`src/rtl/absdiff_pkg.sv`:
```
// Shared types and constants for the absdiff_scheduler block and its arbiter.
package absdiff_pkg;

  typedef enum logic [1:0] {
    IDLE = 2'd0,
    CALC = 2'd1,
    RESP = 2'd2
  } state_t;

  localparam logic [2:0] CMP_LT = 3'b001;
  localparam logic [2:0] CMP_GT = 3'b010;
  localparam logic [2:0] CMP_EQ = 3'b100;

endpackage

```
`src/rtl/absdiff_scheduler_rr_arbiter.sv`:
```
// Combinational round-robin picker: first asserted request at or after ptr,
// wrapping modulo N_REQ. The pointer register lives in the parent.
module rr_arbiter #(
  parameter int N_REQ = 4,
  parameter int ID_W  = $clog2(N_REQ)
) (
  input  logic [N_REQ-1:0] req,
  input  logic [ID_W-1:0]  ptr,
  output logic [N_REQ-1:0] grant,
  output logic [ID_W-1:0]  grant_id,
  output logic             found
);

  logic [ID_W-1:0] idx;

  // NOTE: every output gets a default before the loop so no latch is inferred.
  always_comb begin
    grant    = '0;
    grant_id = '0;
    found    = 1'b0;
    idx      = '0;
    for (int i = 0; i < N_REQ; i++) begin
      idx = ID_W'((int'(ptr) + i) % N_REQ);
      if (!found && req[idx]) begin
        found      = 1'b1;
        grant[idx] = 1'b1;
        grant_id   = idx;
      end
    end
  end

endmodule

```
`src/rtl/absdiff_scheduler.sv`:
```
// Shares one registered compare/|a-b| unit among N_REQ round-robin requesters.
// Optional ABSDIFF_SCHED_STATS_EN adds a saturating 16-bit txn_cnt output.
module absdiff_scheduler
  import absdiff_pkg::*;
#(
  parameter int N_REQ = 4,
  parameter int WIDTH = 4,
  parameter int ID_W  = $clog2(N_REQ)
) (
  input  logic                   clk,
  input  logic                   rst,
`ifdef ABSDIFF_SCHED_STATS_EN
  output logic [15:0]            txn_cnt,
`endif
  input  logic [N_REQ-1:0]       req_valid,
  output logic [N_REQ-1:0]       req_ready,
  input  logic [N_REQ*WIDTH-1:0] req_a,
  input  logic [N_REQ*WIDTH-1:0] req_b,
  output logic                   rsp_valid,
  input  logic                   rsp_ready,
  output logic [ID_W-1:0]        rsp_id,
  output logic [WIDTH-1:0]       rsp_diff,
  output logic [2:0]             rsp_cmp
);

  localparam logic [ID_W-1:0] LAST_ID = ID_W'(N_REQ - 1);

  state_t           state;
  logic [ID_W-1:0]  rr_ptr;
  logic [ID_W-1:0]  cur_id;
  logic [WIDTH-1:0] op_a;
  logic [WIDTH-1:0] op_b;

  logic [N_REQ-1:0] grant;
  logic [ID_W-1:0]  grant_id;
  logic             grant_any;
  logic [WIDTH-1:0] sel_a;
  logic [WIDTH-1:0] sel_b;

  rr_arbiter #(
    .N_REQ (N_REQ),
    .ID_W  (ID_W)
  ) u_arb (
    .req      (req_valid),
    .ptr      (rr_ptr),
    .grant    (grant),
    .grant_id (grant_id),
    .found    (grant_any)
  );

  // Accept is combinational so the requester sees it in the sampling cycle.
  assign req_ready = (state == IDLE && !rst) ? grant : '0;

  always_comb begin
    sel_a = '0;
    sel_b = '0;
    for (int i = 0; i < N_REQ; i++) begin
      if (grant_id == ID_W'(i)) begin
        sel_a = req_a[i*WIDTH +: WIDTH];
        sel_b = req_b[i*WIDTH +: WIDTH];
      end
    end
  end

  // NOTE: sequential state uses non-blocking assignments only, so every
  // register samples pre-edge values regardless of statement order.
  always_ff @(posedge clk) begin
    if (rst) begin
      state     <= IDLE;
      rr_ptr    <= '0;
      cur_id    <= '0;
      op_a      <= '0;
      op_b      <= '0;
      rsp_valid <= 1'b0;
      rsp_id    <= '0;
      rsp_diff  <= '0;
      rsp_cmp   <= '0;
    end else begin
      case (state)
        IDLE: begin
          if (grant_any) begin
            op_a   <= sel_a;
            op_b   <= sel_b;
            cur_id <= grant_id;
            state  <= CALC;
          end
        end
        CALC: begin
          rsp_id    <= cur_id;
          rsp_valid <= 1'b1;
          state     <= RESP;
          // Always larger minus smaller, so the difference never wraps.
          if (op_a > op_b) begin
            rsp_cmp  <= CMP_GT;
            rsp_diff <= op_a - op_b;
          end else if (op_a < op_b) begin
            rsp_cmp  <= CMP_LT;
            rsp_diff <= op_b - op_a;
          end else begin
            rsp_cmp  <= CMP_EQ;
            rsp_diff <= '0;
          end
        end
        RESP: begin
          if (rsp_ready) begin
            rsp_valid <= 1'b0;
            rr_ptr    <= (cur_id == LAST_ID) ? '0 : cur_id + 1'b1;
            state     <= IDLE;
          end
        end
        default: state <= IDLE;
      endcase
    end
  end

`ifdef ABSDIFF_SCHED_STATS_EN
  always_ff @(posedge clk) begin
    if (rst) begin
      txn_cnt <= '0;
    end else if (rsp_valid && rsp_ready && txn_cnt != 16'hFFFF) begin
      txn_cnt <= txn_cnt + 16'd1;
    end
  end
`endif

endmodule
```
`config.mk`:
```
export PLATFORM = sky130hd
export DESIGN_NAME = absdiff_scheduler
export DESIGN_NICKNAME = d
export VERILOG_FILES = /design/src/rtl/absdiff_pkg.sv /design/src/rtl/absdiff_scheduler_rr_arbiter.sv /design/src/rtl/absdiff_scheduler.sv
export SDC_FILE = /design/constraint.sdc
export NUM_CORES = 1
export LEC_CHECK = 0
export CAP_MARGIN = 20
export CORE_AREA = 2 2 66 68
export CTS_BUF_LIST = sky130_fd_sc_hd__clkbuf_16
export CTS_CLUSTER_DIAMETER = 30
export DETAILED_ROUTE_END_ITERATION = 8
export DIE_AREA = 0 0 68 70
export PLACE_DENSITY = 0.78
export RECOVER_POWER = 25
export SETUP_SLACK_MARGIN = 0.05
export SLEW_MARGIN = 20
export SYNTH_ARGS = -nofsm -noshare
export SYNTH_HDL_FRONTEND = slang
export SYNTH_SLANG_ARGS = --single-unit
```
`constraint.sdc`:
```
create_clock -name clk -period 4.06 [get_ports clk]
set_clock_uncertainty 0.05 [all_clocks]
set_input_delay 0.812 -clock clk [delete_from_list [all_inputs] [get_ports clk]]
set_output_delay 0.812 -clock clk [all_outputs]
set_load 0.02 [all_outputs]
```
==> parameters.txt <==
Parameter                              Value

Global routing
  Final global-route overflow total    0
  Pin count of the biggest net entering global routing    22
  First-pass GRT wire length    7.976 mm
  Via count of the first global-routing pass    1720
  Overall Global Routing Usage    0.2120
  Number of antenna violations at the first check in global routing    0

Clocking
  Total CTS buffers    3
  Number of H-tree levels    1
  Hold buffer count at cts    0
  CTS tree    built
  Max Root-Sink Buffers    2
  Clk Latency, worst-skew pair    0.25 ns
  Clock edge transition at the registers on the reported setup and hold paths    0.06 ns
  # clock sinks    24
  Clock root buffer    sky130_fd_sc_hd__clkbuf_16

Layout
  Commonest non-fill, non-tap cell in the layout    sky130_fd_sc_hd__clkdlybuf4s50_1
  Final cell utilization of the core    0.6165
  Area growth from synthesis to final layout    37.32%
  Total of fill cells in the finished design    368
  Fraction of final layout cells with drive strength greater than 1    0.09630
  Highest-count cells in the layout ignoring fill and taps    sky130_fd_sc_hd__clkdlybuf4s50_1 (45), sky130_fd_sc_hd__dfxtp_1 (24), sky130_fd_sc_hd__nor2_1 (18), sky130_fd_sc_hd__nand2_1 (17), sky130_fd_sc_hd__inv_1 (16)
  Count of nets after finishing    327
  Diode count    0
  Finished Layout Cells    322
  Post-route cell area    0.002555 mm²

Placement
  Post-detailed-placement half-perimeter wirelength    3.529 mm
  Placed Instances    316
  Count of port buffers added during placement    52
  Routability cong.    0.8072
  Post-Place Cell Area    0.002445 mm²
  Post-Place Worst Slack    -0.09352 ns

Floorplan
  Core region area    0.004144 mm²
  Die width    68 µm
  IO Pins    53
  Die height    70 µm
  # rows    24
  Effective utilization at floorplan    0.4490
  Floorplan die area    0.004760 mm²

STA
  Worst slew pin tran    0.8517 ns
  Count of final hold-check violations    0
  Min setup slack post-route    0.4034 ns
  Final Critical Period    3.657 ns
  Highest Clock Rate    273.5 MHz
  Remaining max-slew budget at the tightest pin    0.4322
  Setup violators final    0
  Total count of max-transition violations in the final report    0
  Unrepaired setup endpoints after global routing    no
  Final clock period utilization by the worst path    0.9006

Power
  Net switching component of the power    333.5 µW
  Proportion of power drawn by the clock network    0.225
  Leakage power    1.037 nW
  Peak supply drop    0.1713 mV
  Internal Power    605.8 µW
  Relative contribution of combinational cells to total power    0.457
  Switching share of power    0.3550
  Power share of the sequential group    0.319
  Total power of the final layout    939.3 µW
  Cell area power density    367.6 mW/mm²

Flow run
  Number of maximum-capacitance constraint violations    0

Logic synthesis
  Largest area contributor in the netlist    sky130_fd_sc_hd__dfxtp_1
  Async set-reset flop share out of synthesis    0
  Cell types occupying the most area after synthesis    sky130_fd_sc_hd__dfxtp_1 (26%), sky130_fd_sc_hd__ha_1 (10%), sky130_fd_sc_hd__mux4_2 (8.5%), sky130_fd_sc_hd__a211oi_1 (4.0%), sky130_fd_sc_hd__nor3b_1 (4.0%)
  Proportion of synthesized chip area in sequential cells    0.2582
  Seq cells post-synth    24
  Mean instance size in the synthesized netlist    8.574 µm²
  Cell variety after synth    44
  Post-synthesis cell count    217
  Total of warnings raised by yosys    0
  Flip-flop cell with the highest count after synthesis    sky130_fd_sc_hd__dfxtp_1
  Net count of the mapped netlist    273
  Top-area cell type share of the netlist area    0.2582
  Post-synth EDFFs    0
  Netlist area before placement    0.001861 mm²

Setup path
  Crit path kind    in2out
  Worst path max stage delay    0.58 ns
  Worst EP arrival    2.79 ns
  Worst path cell trace    clkdlybuf4s50_1 > mux4_2 > buf_4 > nor3_4 > a221oi_1 > nor2_1 > dlygate4sd2_1
  Critical Path Fanout Max    7
  Master of the slowest instance on the critical path    sky130_fd_sc_hd__mux4_2
  CP startpoint kind    primary input
  Endpoint kind of the worst setup timing path    output port
  Required time worst endpoint    3.20 ns

Drt
  Via-to-Cell Ratio    5.661
  Vias post-DR    1823
  Initial detailed-routing violation count    107
  DRC violations left    0
  Detailed-routing iteration count for the pre-antenna-repair pass    4
  Routed len/inst    14.17 µm
  Total length of routed wires    4.562 mm
  Post-DRT Antenna Nets    0

Run status
  Status    complete, no violations

Worst hold path
  Hold WC Path Type    reg2reg
## Yosys cell counts, drive strengths merged (2+ instances only)
master and number:
or3b 2, o221ai 2, a211oi 10, nand3 2, nand2 17, a22o 3, or3 3, clkbuf 10
ha 15, buf 4, nor2 18, a31oi 2, nand2b 3, dfxtp 24, a21oi 13, nor3 6
a221oi 5, o21ai 3, mux2i 3, o211ai 2, a21o 3, a22oi 4, nor2b 6, nor3b 10
o31ai 4, mux4 7, inv 16, nand3b 7, or2 2, fa 2
## cell families after synthesis
family / synth area share
simple gates: 0.2313
compound gates: 0.2179
buf+inv: 0.06927
flops: 0.2582
fa+ha+maj: 0.1224
mux: 0.1009
## final cells by class
| class | instances | area, µm² | area share |
|---|---|---|---|
| multi-input cells | 163 | 1262 | 0.4941 |
| inverters | 16 | 60.06 | 0.02351 |
| well taps | 52 | 65.06 | 0.02547 |
| flip-flops and latches | 24 | 480.5 | 0.1881 |
| repair buffers | 63 | 608.1 | 0.2380 |
| clock inverters | 1 | 3.754 | 0.001469 |
| clock buffers | 3 | 75.07 | 0.02938 |
## worst max-delay path, delay by kind of cell
family	cells	cell delay (ns)
buffers and inverters	3	1.00
AO/OA/AOI/OAI	1	0.10
multiplexers	1	0.58
AND/OR/NAND/NOR	2	0.29
## flip-flops by register name (all words and copies together) (netlist names)
signal / cells
rsp_id: 2
rsp_valid: 1
rsp_diff: 4
rsp_cmp: 3
op_a: 4
state: 2
cur_id: 2
rr_ptr: 2
op_b: 4
## power groups by stage
stage / Sequential [mW] / Combinational (mW) / Clock, mW
3_3_place_gp: 0.301 / 0.409 / 0
5_1_grt: 0.304 / 0.480 / 0.227
2_1_floorplan: 0.314 / 0.275 / 0
3_5_place_dp: 0.304 / 0.419 / 0
6_report: 0.299 / 0.429 / 0.211
4_1_cts: 0.300 / 0.427 / 0.214
## timing repair
item	4_1_cts	5_1_grt
resized for setup	2	5
buffers inserted	1	1
setup endpoints to repair	4	3
## stage by stage
step                      hold slack [ns]  setup TNS, ns
after floorplan                    0.3922              0
after global placement             0.3948       -0.08714
after detailed placement           0.3982        -0.3591
after CTS                          0.4066              0
after global routing               0.4328              0
final                              0.4034              0
## path summary, 6_finish.rpt
check / slack, ns / cells after the start / to / start
worst max register to register: 0.97 / 9 / op_b[3] / rr_ptr[1]
worst min-delay path: 0.40 / 2 / rsp_diff[2] / rsp_diff[2]
worst min register to register: 0.40 / 2 / rsp_diff[2] / rsp_diff[2]
worst max-delay path: 0.40 / 7 / req_ready[3] / req_valid[1]
## layer usage
metal  vias up  share of wire  track usage  routed length, µm
li1        905              -            -                  -
met1       854           0.44       0.2754               2021
met2        58           0.51       0.3603               2329
met3         6          0.034      0.02093                154
met4         0          0.012      0.06889                 57
met5         -              0            0                  0
No activity file was read; power rests on OpenSTA's default activity.
